File: src/rtl/uart_pkg.sv
// Shared types and helpers for the UART transmit path.
// The BREAK state only exists when UART_TX_BREAK_EN is defined.
package uart_pkg;

  localparam int PAYLOAD_W = 9;

  // r_data_len encodings
  localparam logic [2:0] LEN_5 = 3'd0;
  localparam logic [2:0] LEN_6 = 3'd1;
  localparam logic [2:0] LEN_7 = 3'd2;
  localparam logic [2:0] LEN_8 = 3'd3;
  localparam logic [2:0] LEN_9 = 3'd4;

  typedef enum logic [2:0] {
    IDLE,
    FETCH,
    LOAD,
    START,
    DATA,
    PARITY,
    STOP
`ifdef UART_TX_BREAK_EN
    ,
    BREAK
`endif
  } tx_state_e;

  // Reserved length codes fall back to 8 data bits.
  function automatic logic [3:0] data_bits(input logic [2:0] len);
    case (len)
      LEN_5:   data_bits = 4'd5;
      LEN_6:   data_bits = 4'd6;
      LEN_7:   data_bits = 4'd7;
      LEN_8:   data_bits = 4'd8;
      LEN_9:   data_bits = 4'd9;
      default: data_bits = 4'd8;
    endcase
  endfunction

  function automatic logic [PAYLOAD_W-1:0] payload_mask(input logic [3:0] nbits);
    payload_mask = 9'h1FF >> (4'd9 - nbits);
  endfunction

endpackage

File: src/rtl/uart_baud_gen.sv
// Loadable bit-period down-counter; bit_end is a registered tick in the last clock of each bit.
// bit_end_nxt exposes its D input so the engine can register outputs aligned to that clock.
module uart_baud_gen #(
  parameter int DIV_WIDTH = 16
) (
  input  logic                 uart_clk,
  input  logic                 uart_rst,
  input  logic                 load,
  input  logic                 run,
  input  logic [DIV_WIDTH-1:0] div,
  output logic                 bit_end,
  output logic                 bit_end_nxt
);

  logic [DIV_WIDTH-1:0] cnt, cnt_nxt;

  // Reload at every bit boundary, so an all-ones divisor never wraps.
  always_comb begin
    cnt_nxt = cnt;
    if (load)
      cnt_nxt = div;
    else if (run)
      cnt_nxt = (cnt == '0) ? div : cnt - DIV_WIDTH'(1);
  end

  assign bit_end_nxt = (load | run) && (cnt_nxt == '0);

  always_ff @(posedge uart_clk or posedge uart_rst) begin
    if (uart_rst) begin
      cnt     <= '0;
      bit_end <= 1'b0;
    end else begin
      cnt     <= cnt_nxt;
      bit_end <= bit_end_nxt;
    end
  end

endmodule

File: src/rtl/uart_tx_engine.sv
// UART transmit engine: pops TX FIFO words and serialises them on txd with registered outputs.
// Define UART_TX_BREAK_EN to send a break for words with the control bit set.
module uart_tx_engine
  import uart_pkg::*;
#(
  parameter int DIV_WIDTH = 16,
  parameter int FIFO_DW   = 10
) (
  input  logic                 uart_clk,
  input  logic                 uart_rst,
  input  logic                 tx_fifo_empty,
  input  logic [FIFO_DW-1:0]   tx_fifo_rdata,
  output logic                 tx_fifo_re,
  input  logic                 r_tx_en,
  input  logic [DIV_WIDTH-1:0] r_baud_div,
  input  logic [2:0]           r_data_len,
  input  logic                 r_parity_en,
  input  logic                 r_parity_odd,
  input  logic                 r_stop2,
  output logic                 txd,
  output logic                 tx_busy,
  output logic                 int_status_tx_done
);

  tx_state_e            state, state_nxt;
  logic [PAYLOAD_W-1:0] shift, shift_nxt;
  logic [3:0]           bit_cnt, bit_cnt_nxt;
  logic                 stop_idx, stop_idx_nxt;
  logic                 txd_nxt;
  logic                 done_nxt;

  logic [3:0]           sh_nbits;
  logic                 sh_par_en, sh_par_bit, sh_stop2;
  logic [DIV_WIDTH-1:0] sh_div;

  logic                 brk_word;
  logic                 bit_end, bit_end_nxt;
  logic                 baud_load, baud_run;
  logic [DIV_WIDTH-1:0] baud_div;

`ifdef UART_TX_BREAK_EN
  assign brk_word = tx_fifo_rdata[FIFO_DW-1];
`else
  logic unused_ctl;
  assign unused_ctl = ^tx_fifo_rdata[FIFO_DW-1:PAYLOAD_W];
  assign brk_word   = 1'b0;
`endif

  assign baud_load = (state == LOAD);
  // LOAD seeds the counter from the live register, later bits use the snapshot.
  assign baud_div  = baud_load ? r_baud_div : sh_div;

  always_comb begin
    baud_run = 1'b0;
    case (state)
      START, DATA, PARITY, STOP: baud_run = 1'b1;
`ifdef UART_TX_BREAK_EN
      BREAK:                     baud_run = 1'b1;
`endif
      default:                   baud_run = 1'b0;
    endcase
  end

  uart_baud_gen #(.DIV_WIDTH(DIV_WIDTH)) u_baud (
    .uart_clk    (uart_clk),
    .uart_rst    (uart_rst),
    .load        (baud_load),
    .run         (baud_run),
    .div         (baud_div),
    .bit_end     (bit_end),
    .bit_end_nxt (bit_end_nxt)
  );

  // txd_nxt is the line level for the state being entered, so txd tracks state exactly.
  always_comb begin
    state_nxt    = state;
    shift_nxt    = shift;
    bit_cnt_nxt  = bit_cnt;
    stop_idx_nxt = stop_idx;
    txd_nxt      = txd;
    case (state)
      IDLE: begin
        txd_nxt = 1'b1;
        if (r_tx_en && !tx_fifo_empty)
          state_nxt = FETCH;
      end
      FETCH: begin
        txd_nxt   = 1'b1;
        state_nxt = LOAD;
      end
      LOAD: begin
        shift_nxt    = tx_fifo_rdata[PAYLOAD_W-1:0];
        bit_cnt_nxt  = 4'd0;
        stop_idx_nxt = 1'b0;
        txd_nxt      = 1'b0;
        state_nxt    = START;
`ifdef UART_TX_BREAK_EN
        if (brk_word) begin
          // low for start + data + parity + stops, counted down to zero
          bit_cnt_nxt = data_bits(r_data_len) + {3'b000, r_parity_en} + (r_stop2 ? 4'd2 : 4'd1);
          state_nxt   = BREAK;
        end
`endif
      end
      START: begin
        if (bit_end) begin
          txd_nxt   = shift[0];
          state_nxt = DATA;
        end
      end
      DATA: begin
        if (bit_end) begin
          if (bit_cnt == sh_nbits - 4'd1) begin
            if (sh_par_en) begin
              txd_nxt   = sh_par_bit;
              state_nxt = PARITY;
            end else begin
              txd_nxt   = 1'b1;
              state_nxt = STOP;
            end
          end else begin
            bit_cnt_nxt = bit_cnt + 4'd1;
            shift_nxt   = {1'b0, shift[PAYLOAD_W-1:1]};
            txd_nxt     = shift[1];
          end
        end
      end
      PARITY: begin
        if (bit_end) begin
          txd_nxt   = 1'b1;
          state_nxt = STOP;
        end
      end
      STOP: begin
        txd_nxt = 1'b1;
        if (bit_end) begin
          if (stop_idx != sh_stop2)
            stop_idx_nxt = 1'b1;
          else
            state_nxt = IDLE;
        end
      end
`ifdef UART_TX_BREAK_EN
      BREAK: begin
        txd_nxt = 1'b0;
        if (bit_end) begin
          if (bit_cnt == 4'd0) begin
            txd_nxt   = 1'b1;
            state_nxt = STOP;
          end else begin
            bit_cnt_nxt = bit_cnt - 4'd1;
          end
        end
      end
`endif
      default: begin
        txd_nxt   = 1'b1;
        state_nxt = IDLE;
      end
    endcase
  end

  // High during the final clock of the last stop bit.
  assign done_nxt = (state_nxt == STOP) && (stop_idx_nxt == sh_stop2) && bit_end_nxt;

  always_ff @(posedge uart_clk or posedge uart_rst) begin
    if (uart_rst) begin
      state              <= IDLE;
      shift              <= '0;
      bit_cnt            <= '0;
      stop_idx           <= 1'b0;
      txd                <= 1'b1;
      tx_fifo_re         <= 1'b0;
      tx_busy            <= 1'b0;
      int_status_tx_done <= 1'b0;
    end else begin
      state              <= state_nxt;
      shift              <= shift_nxt;
      bit_cnt            <= bit_cnt_nxt;
      stop_idx           <= stop_idx_nxt;
      txd                <= txd_nxt;
      tx_fifo_re         <= (state_nxt == FETCH);
      tx_busy            <= (state_nxt != IDLE);
      int_status_tx_done <= done_nxt;
    end
  end

  // Frame config is frozen at LOAD so register writes only affect later frames.
  always_ff @(posedge uart_clk or posedge uart_rst) begin
    if (uart_rst) begin
      sh_nbits   <= '0;
      sh_par_en  <= 1'b0;
      sh_par_bit <= 1'b0;
      sh_stop2   <= 1'b0;
      sh_div     <= '0;
    end else if (state == LOAD) begin
      sh_nbits   <= data_bits(r_data_len);
      sh_par_en  <= r_parity_en;
      sh_par_bit <= ^(tx_fifo_rdata[PAYLOAD_W-1:0] & payload_mask(data_bits(r_data_len))) ^ r_parity_odd;
      sh_stop2   <= r_stop2 & ~brk_word;
      sh_div     <= r_baud_div;
    end
  end

endmodule
File: config.mk
export PLATFORM = sky130hd
export DESIGN_NAME = uart_tx_engine
export DESIGN_NICKNAME = d
export VERILOG_FILES = /design/src/rtl/uart_pkg.sv /design/src/rtl/uart_baud_gen.sv /design/src/rtl/uart_tx_engine.sv
export SDC_FILE = /design/constraint.sdc
export NUM_CORES = 1
export LEC_CHECK = 0
export BUFFER_PORTS_ARGS = -buffer_cell sky130_fd_sc_hd__clkbuf_2
export CAP_MARGIN = 15
export CORE_ASPECT_RATIO = 1.1
export CORE_MARGIN = 8
export CORE_UTILIZATION = 50
export CTS_CLUSTER_DIAMETER = 200
export CTS_CLUSTER_SIZE = 30
export DETAILED_ROUTE_END_ITERATION = 6
export GPL_TIMING_DRIVEN = 0
export PLACE_DENSITY = 0.81
export SLEW_MARGIN = 20
export SYNTH_ARGS = -nofsm -noshare
export SYNTH_HDL_FRONTEND = slang
export SYNTH_SLANG_ARGS = --single-unit
File: constraint.sdc
create_clock -name uart_clk -period 8.4 [get_ports uart_clk]
set_clock_uncertainty 0.1 [all_clocks]
set_input_delay 0.84 -clock uart_clk [delete_from_list [all_inputs] [get_ports uart_clk]]
set_output_delay 0.84 -clock uart_clk [all_outputs]
set_load 0.01 [all_outputs]
==> results.toml <==
[status]
status = "finished clean"

[synth]
syn_inst = 409
avgSynthCellArea_um2 = 9.06
ys.flop_type = "dfrtp_1"
async_flop_share_pct = 100
ys_warn_count = 0
synth_edf_count = 0
ys_seq_area_share_pct = 41.2
yosysUniqueCellTypes = 71
synth_nets = 452
syn-cell-area_um2 = 3700
ys_ff_latch = 61

[sta]
hold_viol_final = 0
max_freq_ghz = 0.278
slew_headroom_pct = 37.9
layout_worst_path_cycle_share_pct = 42.8
finalCriticalPeriod_ps = 3590
tightest_slew_ps = 925
rsz0062_at_grt = "no"
final-max-slew-violation-count = 0
finalSetupTns_ps = 0
finalSetupViolations = 0

[floorplan]
ios = 40
initial_core_util_pct = 50.7
rows = 33
dieHeight_um = 106
die_area_um2 = 10400
core_um2 = 7310
die-width_um = 98.1

[drt]
wirelength_um = 9060
drt_iter0_drc = 212
wl_per_cell_um = 16.4
first_pass_iters = 5
post-route-drc-count = 0
detail-route-antenna-nets = 0
vias = 3200
viasPerCell = 5.81

[final_layout]
antenna-diode-count = 0
final_common_cell = "dfrtp_1"
final_net_count = 502
final_cell_mix = "dfrtp_1, nand2_1, clkbuf_2"
layout-drive-gt1-share_pct = 18.1
fillCellCount = 620
syn_to_final_growth_pct = 14.5
design_area_um2 = 4240
fin_util_pct = 58.0

[critical_path]
crit_cells = 9
cp_slowest_cell = "nor3b_1"
worst_path_largest_cell_delay_ps = 710
criticalPathCategory = "reg2reg"
worstSetupStartpointType = "flop"
rr_worst_depth = 9
cp_max_fo = 5
crit_chain = "inv_1 > ha_1 > nor3b_1 > nand3_1 > xor2_1 > o221ai_2 > or4_1 > or4_4 > nor3_2"
crit_family = "simple AND/OR/NAND/NOR gates"
worstSetupEndpointType = "flop"
crit_arrival_ps = 3770
worstPathRequired_ps = 8570
crit_buf_inv = 1

[clock_tree]
cts_hold_buf = 0
cts_max_level = 3
clock-root-buffer = "clkbuf_8"
postCtsSetupBuffers = 0
cts_tree = "yes"
clock_path_buffers = 2
ctsResizeCount = 0
clock-sinks = 61
cts_made_buffers = 9
clock_latency_ps = 350
clkSlewWorstSetupHoldPaths_ps = 70

[flow_run]
maxCapViolCount = 0

[global_route]
grt_overflow = 0
grt_use_total_pct = 18.1
grt_pass1_vias = 3233
antenna_found_initial = 0
grt_max_degree = 35
grt_first_pass_wirelength_um = 15100

[hold_path]
hold_class = "in2async"

[power_and_ir_drop]
ir_drop_mv = 0.120
power_density_nw_per_um2 = 207
leakagePower_nw = 1.83

[place]
io_buffers = 38
hpwl_um = 6760
place.gp.congestion = 0.937
place_area_um2 = 4030
layout make-up:
type	count	area [um2]	share of cell area [%]
Multi-Input combinational cell	306	2000	47.1
Inverter	22	85.1	2.01
Timing Repair Buffer	39	210	4.96
Clock inverter	6	87.6	2.06
Sequential cell	61	1530	36.0
Tap cell	87	109	2.57
Clock buffer	10	128	3.01
Buffer	20	95.1	2.24
per-layer routing:
layer | global-route usage [%] | vias to the layer above | wire length (um)
li1 | - | 1547 | -
met1 | 21.3 | 1534 | 3900
met2 | 30.2 | 101 | 4420
met3 | 5.29 | 18 | 554
met4 | 7.58 | 0 | 184
met5 | 0 | - | 0
per-stage QoR:
step / setup slack [ps] / instances / power, W / hold WS [ps]
final: 4810 / 551 / 0.000877 / 361
after global routing: 4640 / 551 / 0.000924 / 374
after CTS: 4850 / 551 / 0.000880 / 358
after detailed placement: 4900 / 535 / 0.000592 / 362
after global placement: 4960 / 534 / 0.000581 / 354
after floorplan: 5490 / 409 / 0.000533 / 339
synth_stat cells (all sizes together) (4+ instances only):
cell type | n | share of area [%]
buf | 10 | 1.6
nand2 | 61 | 6.5
o21ai | 24 | 3.2
a21oi | 25 | 3.4
nor4 | 6 | 1.8
mux2i | 11 | 3.0
inv | 22 | 2.2
ha | 7 | 2.4
or3 | 4 | 0.68
clkbuf | 10 | 1.0
xor2 | 8 | 1.9
a221o | 4 | 1.1
or4 | 5 | 1.2
nor3 | 10 | 1.6
nor2 | 32 | 3.3
dfrtp | 60 | 41
nand3 | 15 | 2.0
xnor2 | 23 | 5.9
nor2b | 10 | 1.7
o31ai | 4 | 0.81
power breakdown:
| part | internal [W] | total, W | switching [W] |
|---|---|---|---|
| logic | 0.0000992 | 0.000213 | 0.000113 |
| clock network | 0.000166 | 0.000287 | 0.000121 |
| registers | 0.000331 | 0.000377 | 0.0000455 |
registers in the layout, summed over array words and instances (netlist names):
name                count
bit_cnt                 4
sh_stop2                1
stop_idx                1
int_status_tx_done      1
state                   3
u_baud.bit_end          1
sh_nbits                4
txd                     1
sh_div                 16
tx_fifo_re              1
sh_par_en               1
tx_busy                 1
sh_par_bit              1
u_baud.cnt             16
shift                   9
worst paths after layout:
| check | from | slack (ps) | end |
|---|---|---|---|
| max in group asynchronous | uart_rst | 7280 | txd |
| worst min register to register | sh_div[1] | 380 | sh_div[1] |
| min in group uart_clk | sh_div[1] | 380 | sh_div[1] |
| worst max-delay path | u_baud.cnt[0] | 4810 | int_status_tx_done |
| worst min-delay path | uart_rst | 360 | shift[4] |
| worst max register to register | u_baud.cnt[0] | 4810 | int_status_tx_done |
cell families after synthesis:
kind of cell             count (synthesis)  share of synthesized area [%]
XOR/XNOR                                31                           7.84
adder cells (fa/ha/maj)                  7                           2.36
multiplexers                            14                           3.88
AO/OA/AOI/OAI                           90                           16.1
buffers and inverters                   42                           4.80
flip-flops                              61                           41.2
AND/OR/NAND/NOR                        164                           23.8
(Power assumes the default switching activity.)
